--- config.mk ---
export PLATFORM = sky130hd
export DESIGN_NAME = btn_cond_flat
export DESIGN_NICKNAME = d
export VERILOG_FILES = /design/src/rtl/btn_cond_if.sv /design/src/rtl/btn_cond.sv /design/src/flat_wrapper.sv
export SDC_FILE = /design/constraint.sdc
export NUM_CORES = 1
export LEC_CHECK = 0
export ABC_CLOCK_PERIOD_IN_PS = 3300
export BUFFER_PORTS_ARGS = -buffer_cell sky130_fd_sc_hd__buf_2
export CORE_MARGIN = 4
export CORE_UTILIZATION = 26
export DETAILED_ROUTE_END_ITERATION = 8
export SLEW_MARGIN = 20
export SYNTH_ARGS = -nofsm -noshare
export SYNTH_HDL_FRONTEND = slang
export SYNTH_SLANG_ARGS = --single-unit
--- constraint.sdc ---
create_clock -name clk -period 3.3 [get_ports clk]
set_input_delay 0 -clock clk [delete_from_list [all_inputs] [get_ports clk]]
set_output_delay 0 -clock clk [all_outputs]
set_load 0.1 [all_outputs]
--- src/rtl/btn_cond_if.sv ---
// Raw board inputs and conditioned control outputs of the button conditioner.
interface btn_cond_if;
    logic start_raw;
    logic act_raw;
    logic finish_raw;
    logic mode_raw;
    logic start;
    logic act;
    logic finish_test;
    logic mode;

    modport master (
        output start_raw, act_raw, finish_raw, mode_raw,
        input  start, act, finish_test, mode
    );
    modport slave (
        input  start_raw, act_raw, finish_raw, mode_raw,
        output start, act, finish_test, mode
    );
endinterface

--- src/rtl/btn_cond.sv ---
// Button/switch conditioner: per-channel 2-flop sync, 4-state debounce FSM,
// and either a one-cycle press pulse or a debounced level output.
module btn_cond_ch #(
    parameter int DEBOUNCE_CYC = 1000000,
    parameter int CNT_W        = 20,
    parameter bit IS_LEVEL     = 1'b0
) (
    input  logic clk,
    input  logic rst,
    input  logic raw,
    output logic out
);
    localparam logic [1:0] IDLE   = 2'd0;
    localparam logic [1:0] P_WAIT = 2'd1;
    localparam logic [1:0] HELD   = 2'd2;
    localparam logic [1:0] R_WAIT = 2'd3;
    localparam logic [CNT_W-1:0] LAST = CNT_W'(DEBOUNCE_CYC - 1);

    logic             meta_q, meta_d;
    logic             sync_q, sync_d;
    logic [1:0]       state_q, state_d;
    logic [CNT_W-1:0] cnt_q, cnt_d;
    logic             out_q, out_d;
    logic             fire;

    always_comb begin
        meta_d  = raw;
        sync_d  = meta_q;
        state_d = state_q;
        cnt_d   = cnt_q;
        fire    = 1'b0;
        case (state_q)
            IDLE: begin
                if (sync_q) begin
                    state_d = P_WAIT;
                    cnt_d   = '0;
                end
            end
            P_WAIT: begin
                if (!sync_q) begin
                    state_d = IDLE;
                    cnt_d   = '0;
                end else if (cnt_q == LAST) begin
                    state_d = HELD;
                    fire    = 1'b1;
                end else begin
                    cnt_d = cnt_q + 1'b1;
                end
            end
            HELD: begin
                if (!sync_q) begin
                    state_d = R_WAIT;
                    cnt_d   = '0;
                end
            end
            R_WAIT: begin
                // Bounce back to HELD never re-fires: only P_WAIT->HELD pulses.
                if (sync_q) begin
                    state_d = HELD;
                    cnt_d   = '0;
                end else if (cnt_q == LAST) begin
                    state_d = IDLE;
                end else begin
                    cnt_d = cnt_q + 1'b1;
                end
            end
            default: begin
                state_d = IDLE;
                cnt_d   = '0;
            end
        endcase
        out_d = IS_LEVEL ? ((state_d == HELD) || (state_d == R_WAIT)) : fire;
    end

    always_ff @(posedge clk or posedge rst) begin
        if (rst) begin
            meta_q  <= 1'b0;
            sync_q  <= 1'b0;
            state_q <= IDLE;
            cnt_q   <= '0;
            out_q   <= 1'b0;
        end else begin
            meta_q  <= meta_d;
            sync_q  <= sync_d;
            state_q <= state_d;
            cnt_q   <= cnt_d;
            out_q   <= out_d;
        end
    end

    assign out = out_q;
endmodule

module btn_cond #(
    parameter int DEBOUNCE_CYC = 1000000,
    parameter int CNT_W        = 20
) (
    input logic       clk,
    input logic       rst,
    btn_cond_if.slave bus
);
    localparam int NUM_CH = 4;

    logic [NUM_CH-1:0] raw_vec;
    logic [NUM_CH-1:0] out_vec;

    // Lane order: 0 start, 1 act, 2 finish, 3 mode (level output).
    assign raw_vec = {bus.mode_raw, bus.finish_raw, bus.act_raw, bus.start_raw};

    for (genvar i = 0; i < NUM_CH; i++) begin : g_ch
        btn_cond_ch #(
            .DEBOUNCE_CYC(DEBOUNCE_CYC),
            .CNT_W       (CNT_W),
            .IS_LEVEL    (i == NUM_CH - 1)
        ) u_ch (
            .clk(clk),
            .rst(rst),
            .raw(raw_vec[i]),
            .out(out_vec[i])
        );
    end

    assign bus.start       = out_vec[0];
    assign bus.act         = out_vec[1];
    assign bus.finish_test = out_vec[2];
    assign bus.mode        = out_vec[3];
endmodule

--- src/flat_wrapper.sv ---
// flat-port wrapper written by rule: the top's interface ports become plain ports
module btn_cond_flat 
#(
    parameter int DEBOUNCE_CYC = 1000000,
    parameter int CNT_W        = 20
)
  (clk, rst, bus_start_raw, bus_act_raw, bus_finish_raw, bus_mode_raw, bus_start, bus_act, bus_finish_test, bus_mode);
  btn_cond_if bus_i ();
  input logic clk;
  input logic rst;
  input wire logic [$bits(bus_i.start_raw)-1:0] bus_start_raw;
  input wire logic [$bits(bus_i.act_raw)-1:0] bus_act_raw;
  input wire logic [$bits(bus_i.finish_raw)-1:0] bus_finish_raw;
  input wire logic [$bits(bus_i.mode_raw)-1:0] bus_mode_raw;
  output wire logic [$bits(bus_i.start)-1:0] bus_start;
  output wire logic [$bits(bus_i.act)-1:0] bus_act;
  output wire logic [$bits(bus_i.finish_test)-1:0] bus_finish_test;
  output wire logic [$bits(bus_i.mode)-1:0] bus_mode;
  assign bus_i.start_raw = bus_start_raw;
  assign bus_i.act_raw = bus_act_raw;
  assign bus_i.finish_raw = bus_finish_raw;
  assign bus_i.mode_raw = bus_mode_raw;
  assign bus_start = bus_i.start;
  assign bus_act = bus_i.act;
  assign bus_finish_test = bus_i.finish_test;
  assign bus_mode = bus_i.mode;
  btn_cond #(.DEBOUNCE_CYC(DEBOUNCE_CYC), .CNT_W(CNT_W)) u_core (.clk(clk), .rst(rst), .bus(bus_i));
endmodule
==> results of run 1 <==
[worst reg2reg max path: cells and delay by family (launching register included)]
family           cells  cell delay (ns)
flip-flops           1             0.42
multiplexers         1             0.31
AND/OR/NAND/NOR      4             1.43
[cell families after synthesis]
group / share of synthesized area
AO/OA/AOI/OAI: 0.140
XOR/XNOR: 0.0606
adder cells (fa/ha/maj): 0.00962
buffers and inverters: 0.0252
flip-flops: 0.481
multiplexers: 0.0195
AND/OR/NAND/NOR: 0.264
[power groups by stage]
stage               logic (mW)  registers, mW  clock network (mW)
finish                   0.120           1.26                1.09
global route             0.139           1.26                1.19
CTS                      0.123           1.26                1.13
detailed placement       0.118           1.28                   0
global placement         0.117           1.28                   0
floorplan               0.0898           1.28                   0
[stage by stage]
stage	instance area [sq um]	setup slack, ns	utilization	hold WS, ns	total power [mW]
floorplan	5200	0.681	-	0.0314	1.37
global placement	5530	1.08	0.282	0.108	1.40
detailed placement	5530	1.06	0.282	0.109	1.40
CTS	5890	1.04	0.301	0.268	2.52
global route	5890	0.947	0.301	0.292	2.59
finish	5890	1.04	0.301	0.290	2.47
[cells in the final DEF, fill, tap and decap left out, types with 3 or more instances in the layout]
master and instances:
o31ai_1 9, ha_1 4, buf_2 9, mux2i_1 3
or3_1 4, clkbuf_16 9, nor3_1 13, o311ai_0 3
or4_1 7, nor4_1 11, nand2b_1 5, o311ai_1 3
inv_1 11, o22ai_1 9, o21ai_0 35, and2_1 8
a31oi_1 7, nor3b_1 3, and3_1 12, nor4b_1 4
o211ai_1 11, a21oi_1 21, mux2_1 3, a22o_1 3
xnor2_1 6, nand2_1 65, nand4_1 35, buf_4 5
dfrtp_1 100, xor2_1 30, dlygate4sd3_1 5, nor2_1 50
o41ai_1 4, nand3_1 33
[flip-flops by register name, summed over array words and instances, names as in the netlist, named ones only]
| name | cells |
|---|---|
| u_core.g_ch.u_ch.cnt_q | 80 |
| u_core.g_ch.u_ch.sync_q | 4 |
| u_core.g_ch.u_ch.meta_q | 4 |
| u_core.g_ch.u_ch.out | 4 |
| u_core.g_ch.u_ch.state_q | 5 |
[repair_timing]
| action | in CTS | in global routing |
|---|---|---|
| resized for setup | 0 | 0 |
| setup buffers | 0 | 0 |
| hold buffers | 5 | 0 |
| endpoints found under the hold margin | 85 | 0 |
[final timing paths]
path,from,end,slack [ns],cells past startpoint
min in group asynchronous,rst,u_core.g_ch[1].u_ch.meta_q$_DFF_PP0_,0.32,3
worst min-delay path,bus_start_raw,u_core.g_ch[0].u_ch.meta_q$_DFF_PP0_,0.29,2
worst max-delay path,u_core.g_ch[1].u_ch.cnt_q[10]$_DFFE_PP0P_,flop,1.04,5
worst min register to register,u_core.g_ch[3].u_ch.meta_q$_DFF_PP0_,u_core.g_ch[3].u_ch.sync_q$_DFF_PP0_,0.35,0
max in group asynchronous,rst,u_core.g_ch[2].u_ch.cnt_q[17]$_DFFE_PP0P_,2.20,4
worst max register to register,u_core.g_ch[1].u_ch.cnt_q[10]$_DFFE_PP0P_,flop,1.04,5
[area by class of cell]
type | instances | area [sq um] | area share
Tap cell | 265 | 332 | 0.0563
Clock buffer | 10 | 239 | 0.0405
Sequential cell | 100 | 2500 | 0.425
Multi-Input combinational cell | 428 | 2570 | 0.436
Timing Repair Buffer | 19 | 133 | 0.0225
Inverter | 12 | 50.0 | 0.00849
Clock inverter | 6 | 70.1 | 0.0119
[per-layer routing]
metal | global-route usage | vias to the layer above | share of wire
met4 | 0.0279 | 0 | 0.012
met1 | 0.140 | 2003 | 0.51
met2 | 0.157 | 61 | 0.44
li1 | - | 2097 | -
met3 | 0.0273 | 9 | 0.032
met5 | 0 | - | 0
==> impl_results.md, run 1 <==
* First-pass GRT wire length at 19.0 mm
* Crit path launch type: flop
* Sequential power share at 0.511
* Relative slew slack at 0.405
* Final hold viol count at 0
* Buffers on Ports at 9
* Grt ovf at 0
* Post-synth EDFFs at 0
* Part of the cycle the worst path needs at 0.686
* Crit-path leading delay family: simple AND/OR/NAND/NOR gates
* FILL cells at 2062
* Status: finished clean
* CTS max path bufs at 2
* Net count after synthesis at 570
* Final ANT Viol Nets at 0
* Effective utilization at floorplan at 0.266
* Top cells by area, synth: dfrtp_1 48%, xor2_1 5.1%, nand2_1 4.7%
* Critical path, cell by cell: or4_1 > or4_1 > nor2_8 > nand2_4 > mux2_4
* Vias per std cell at 4.96
* Worst-path clk slew at 0.07 ns
* Initial antenna violation count at 0
* DRC viols at 0
* P_sw at 578 uW
* Root buffer cell: clkbuf_16
* Yosys Warn Count at 0
* Final WL at 10.7 mm
* Gr usage total at 0.101
* Vias in the first global route at 4017
* Htree depth at 3
* TritonRoute pass-1 iters at 5
* Setup-failing EPs final at 0
* Synth top area share at 0.481
* Combinational power share at 0.049
* Die height at 149 um
* Hold Path Class: in2reg
* Switch share at 0.234
* Critical path class: reg2reg
* Async S/R FF share, synth at 1.00
* P&R area growth vs syn at 13.3%
* Core footprint at 19600 sq um
* Max Cap Viol at 0
* WL per Instance at 12.7 um
* Ports at 10
* Fraction of layout cells with a size suffix above 1 at 0.0696
* Routability congestion estimate at 0.829
* Layout Cells excl Fill at 840
* Int Pwr at 1.89 mW
* Count of cell types in the netlist at 53
* Synthesized flop and latch total at 100
* Worst setup EP type: flop
* Post-Syn Area per Cell at 9.29 sq um
* Sink Count at 100
* Most used cell, CP: or4_1
* Critical path's slowest cell: or4_1
* Routed vias at 4170
* 1st-iter DRT viols at 310
* Die width at 149 um
* HPWL after DPL at 6.99 mm
* Clk_skew at 0.00654 ns
* Placed Cells at 819
* Slew Viols, Final at 0
* Largest net degree at the start of global routing at 83
* Row cnt at 51
* Peak VDD IR at 256 uV
* Largest area contributor in the netlist: dfrtp_1
* Post-Syn Area at 5200 sq um
* Fin nets at 580
* Most common cell in the netlist: dfrtp_1
* Synth Instances at 560
* WP buf/inv at 0
* CP arrival at 2.50 ns
* TNS Setup at 0 ns
* CP max stage delay at 0.61 ns
* Clock latency at the later pin of the worst-skew pair at 0.35 ns
* Unrepaired setup endpoints after global routing: false
* P per Cell Area at 419 nW/um^2
* Leak at 2.38 nW
* Die ar. at 22300 sq um
* Clk pwr share at 0.441
* Minimum clock period at 2.26 ns
* Total CTS buffers at 9
* Antenna diodes at 0
* Highest clock rate at 442 MHz
* Crit Path Max Fanout at 6
* Main synth FF type: dfrtp_1
* Post-synthesis sequential area ratio at 0.481
* Synth cell count leaders: 100 x dfrtp_1, 65 x nand2_1, 50 x nor2_1
* Worst slew pin tran at 0.889 ns
* CTS tree: yes
* Worst Path Required at 3.53 ns
Power figures use the tool's default switching activity.
==> run 2, diff against run 1 <==
ABC_CLOCK_PERIOD_IN_PS = 2000   (was 3300)
clock period = 2 ns   (was 3.3 ns; I/O delays follow)
==> run 2 against run 1 <==
  * Highest routed layer unchanged
  * Worst setup slack lost 1.1 ns
  * Wire length up 3.7%
  * Global-route usage is essentially flat
  * Sequential share of layout area shrank 3.1 points
  * Cell count up 6.3%
  * Die area unchanged
  * Non-clock buffer count rose by 54
  * Critical path depth is 1 higher
  * The flow now finishes with violations (setup timing)
  * Flip-flop and latch count unchanged
  * Final area up 7.9%
==> impl_results.md, run 2 (synthesized netlist as in run 1, its figures left out) <==
* Fraction of layout cells with a size suffix above 1 at 0.162 (+0.0929)
* 1st-iter DRT viols at 375 (+21%)
* Failing checks: setup timing
* Core footprint at 19600 sq um (unchanged)
* Initial antenna violation count at 0 (unchanged)
* Total CTS buffers at 9 (unchanged)
* Worst setup EP type: flop
* Peak VDD IR at 435 uV (+70%)
* Clock latency at the later pin of the worst-skew pair at 0.34 ns (about the same)
* Clk_skew at 0.00808 ns (+0.00154 ns)
* Worst-path clk slew at 0.07 ns (about the same)
* Slew Viols, Final at 0 (unchanged)
* Effective utilization at floorplan at 0.266 (unchanged)
* Relative slew slack at 0.653 (+0.248)
* Final setup margin at -0.0951 ns (-1.13 ns)
* P&R area growth vs syn at 22.3%
* Placed Cells at 869 (+6.1%)
* Routability congestion estimate at 0.830 (about the same)
* Vias in the first global route at 4124 (+2.7%)
* Critical path, cell by cell: or4_1 > or4_1 > buf_6 > nor2_8 > nand2_4 > mux2_4
* Minimum clock period at 2.10 ns (-0.168 ns)
* CP max stage delay at 0.54 ns (-0.07 ns)
* HPWL after DPL at 7.46 mm (+6.8%)
* Hold path depth at 2 (unchanged)
* Most frequent cells in the layout: 100 x dfrtp_1, 63 x nand2_1, 56 x buf_4
* CP arrival at 2.32 ns (-0.18 ns)
* Crit Path Max Fanout at 6 (unchanged)
* Hold path start: bus_start_raw
* DP Worst Slack at -0.0892 ns (-1.15 ns)
* Worst Hold Endpoint: u_core.g_ch[0].u_ch.meta_q$_DFF_PP0_
* Sink Count at 100 (unchanged)
* Fin nets at 634 (+9.3%)
* Row cnt at 51 (unchanged)
* Status: finished with violations
* Vias per std cell at 4.93 (-0.77%)
* WL per Instance at 12.4 um (-2.4%)
* Most common cell after layout, fill and taps aside: dfrtp_1
* Biggest register: u_core.g_ch.u_ch.cnt_q
* Final hold viol count at 0 (unchanged)
* WP buf/inv at 1 (+1)
* Die height at 149 um (unchanged)
* Die width at 149 um (unchanged)
* FF-to-FF setup slack at -0.1 ns (-1.13 ns)
* Buffers on Ports at 9 (unchanged)
* Root buffer cell: clkbuf_16
* Highest clock rate at 477 MHz (+8.0%)
* Routed vias at 4399 (+5.5%)
* Critical path's slowest cell: or4_1
* Crit path launch type: flop
* Final WL at 11.1 mm (+3.7%)
* Grt ovf at 0 (unchanged)
* Critical path class: reg2reg
* Antenna diodes at 0 (unchanged)
* Setup-failing EPs final at 4 (+4)
* Die ar. at 22300 sq um (unchanged)
* Final Cell Area at 6360 sq um (+7.9%)
* Largest net degree at the start of global routing at 101 (+22%)
* TNS Setup at -0.151 ns (-0.151 ns)
* CTS max path bufs at 2 (unchanged)
* FF-to-FF Start: u_core.g_ch[1].u_ch.cnt_q[10]$_DFFE_PP0P_
* Largest register FFs at 80 (unchanged)
* Crit-path leading delay family: simple AND/OR/NAND/NOR gates
* Leak at 2.67 nW (+12%)
* Layout Cells excl Fill at 893 (+6.3%)
* P per Cell Area at 634 nW/um^2 (+51%)
* Htree depth at 3 (unchanged)
* Worst Path Required at 2.23 ns (-1.30 ns)
* Gr usage total at 0.102 (+0.000387)
* Ports at 10 (unchanged)
* Final ANT Viol Nets at 0 (unchanged)
* DRC viols at 0 (unchanged)
* CTS tree: yes
* FILL cells at 2025 (-1.8%)
* Hold Path Class: in2reg
* Unrepaired setup endpoints after global routing: true
* Regs by FF count: u_core.g_ch.u_ch.cnt_q x80, u_core.g_ch.u_ch.state_q x5
* TritonRoute pass-1 iters at 4 (-1)
* Fin Hold WS at 0.303 ns (+0.0135 ns)
* Part of the cycle the worst path needs at 1.05 (+0.362)
* Worst slew pin tran at 0.515 ns (-0.374 ns)
* Placed cell areas at 5920 sq um (+7.0%)
* First-pass GRT wire length at 19.3 mm (+1.2%)
* Max Cap Viol at 0 (unchanged)
* Worst r2r path cells at 6 (+1)
* Most used cell, CP: or4_1
## run 2: cell count changes in the layout (fill, tap and decap cells not counted), moves of 2 or more
cell / delta
buf_4: +51
buf_6: +2
inv_6: -2
nand2_1: -2
nand2_2: +2
nor4_1: -2
nor4_4: +2
## run 2: metrics by stage
step	total power, mW	util
4_1_cts	4.10	0.321
5_1_grt	4.21	0.325
2_1_floorplan	2.26	-
6_report	4.03	0.325
3_5_place_dp	2.34	0.302
3_3_place_gp	2.34	0.302
## run 2: how the worst max path moves through the flow
| stage | start | endpoint | slack (ns) | cells after the start |
|---|---|---|---|---|
| finish | u_core.g_ch[1].u_ch.cnt_q[10]$_DFFE_PP0P_ | flop | -0.1 | 6 |
| global route | u_core.g_ch[1].u_ch.cnt_q[10]$_DFFE_PP0P_ | flop | -0.13 | 6 |
| CTS | u_core.g_ch[1].u_ch.cnt_q[10]$_DFFE_PP0P_ | flop | -0.07 | 6 |
| detailed placement | u_core.g_ch[1].u_ch.cnt_q[12]$_DFFE_PP0P_ | flop | -0.09 | 6 |
| global placement | u_core.g_ch[1].u_ch.cnt_q[12]$_DFFE_PP0P_ | flop | -0.08 | 6 |
| floorplan | u_core.g_ch[1].u_ch.cnt_q[10]$_DFFE_PP0P_ | flop | -0.03 | 6 |
## run 2: what timing repair did
| item | in CTS | in global routing |
|---|---|---|
| setup buffers | 2 | 2 |
| setup endpoints to repair | 5 | 26 |
| cloned | 0 | 0 |
| resized for setup | 1 | 14 |
| endpoints found under the hold margin | 104 | 0 |
| pin swaps | 1 | 9 |
| hold buffers | 5 | 0 |
## run 2: where the power goes
part | switching (mW) | total, mW | internal [mW] | leakage (nW)
Combinational | 0.152 | 0.235 | 0.0832 | 1.17
Clock | 0.729 | 1.72 | 0.996 | 0.138
Sequential | 0.0276 | 2.08 | 2.05 | 1.36
## run 2: routing by layer
| layer | vias up | GRT usage | part of all wire |
|---|---|---|---|
| li1 | 2196 | - | - |
| met1 | 2130 | 0.147 | 0.52 |
| met2 | 63 | 0.155 | 0.44 |
| met3 | 10 | 0.0215 | 0.029 |
| met4 | 0 | 0.0256 | 0.010 |
| met5 | - | 0 | 0 |
## run 2: area by class of cell
type	instances	area [sq um]	area share
multi-input cells	428	2630	0.413
flip-flops and latches	100	2500	0.393
inverters	12	48.8	0.00767
clock buffers	11	243	0.0382
repair buffers	73	558	0.0877
clock inverters	4	50.0	0.00787
well taps	265	332	0.0521
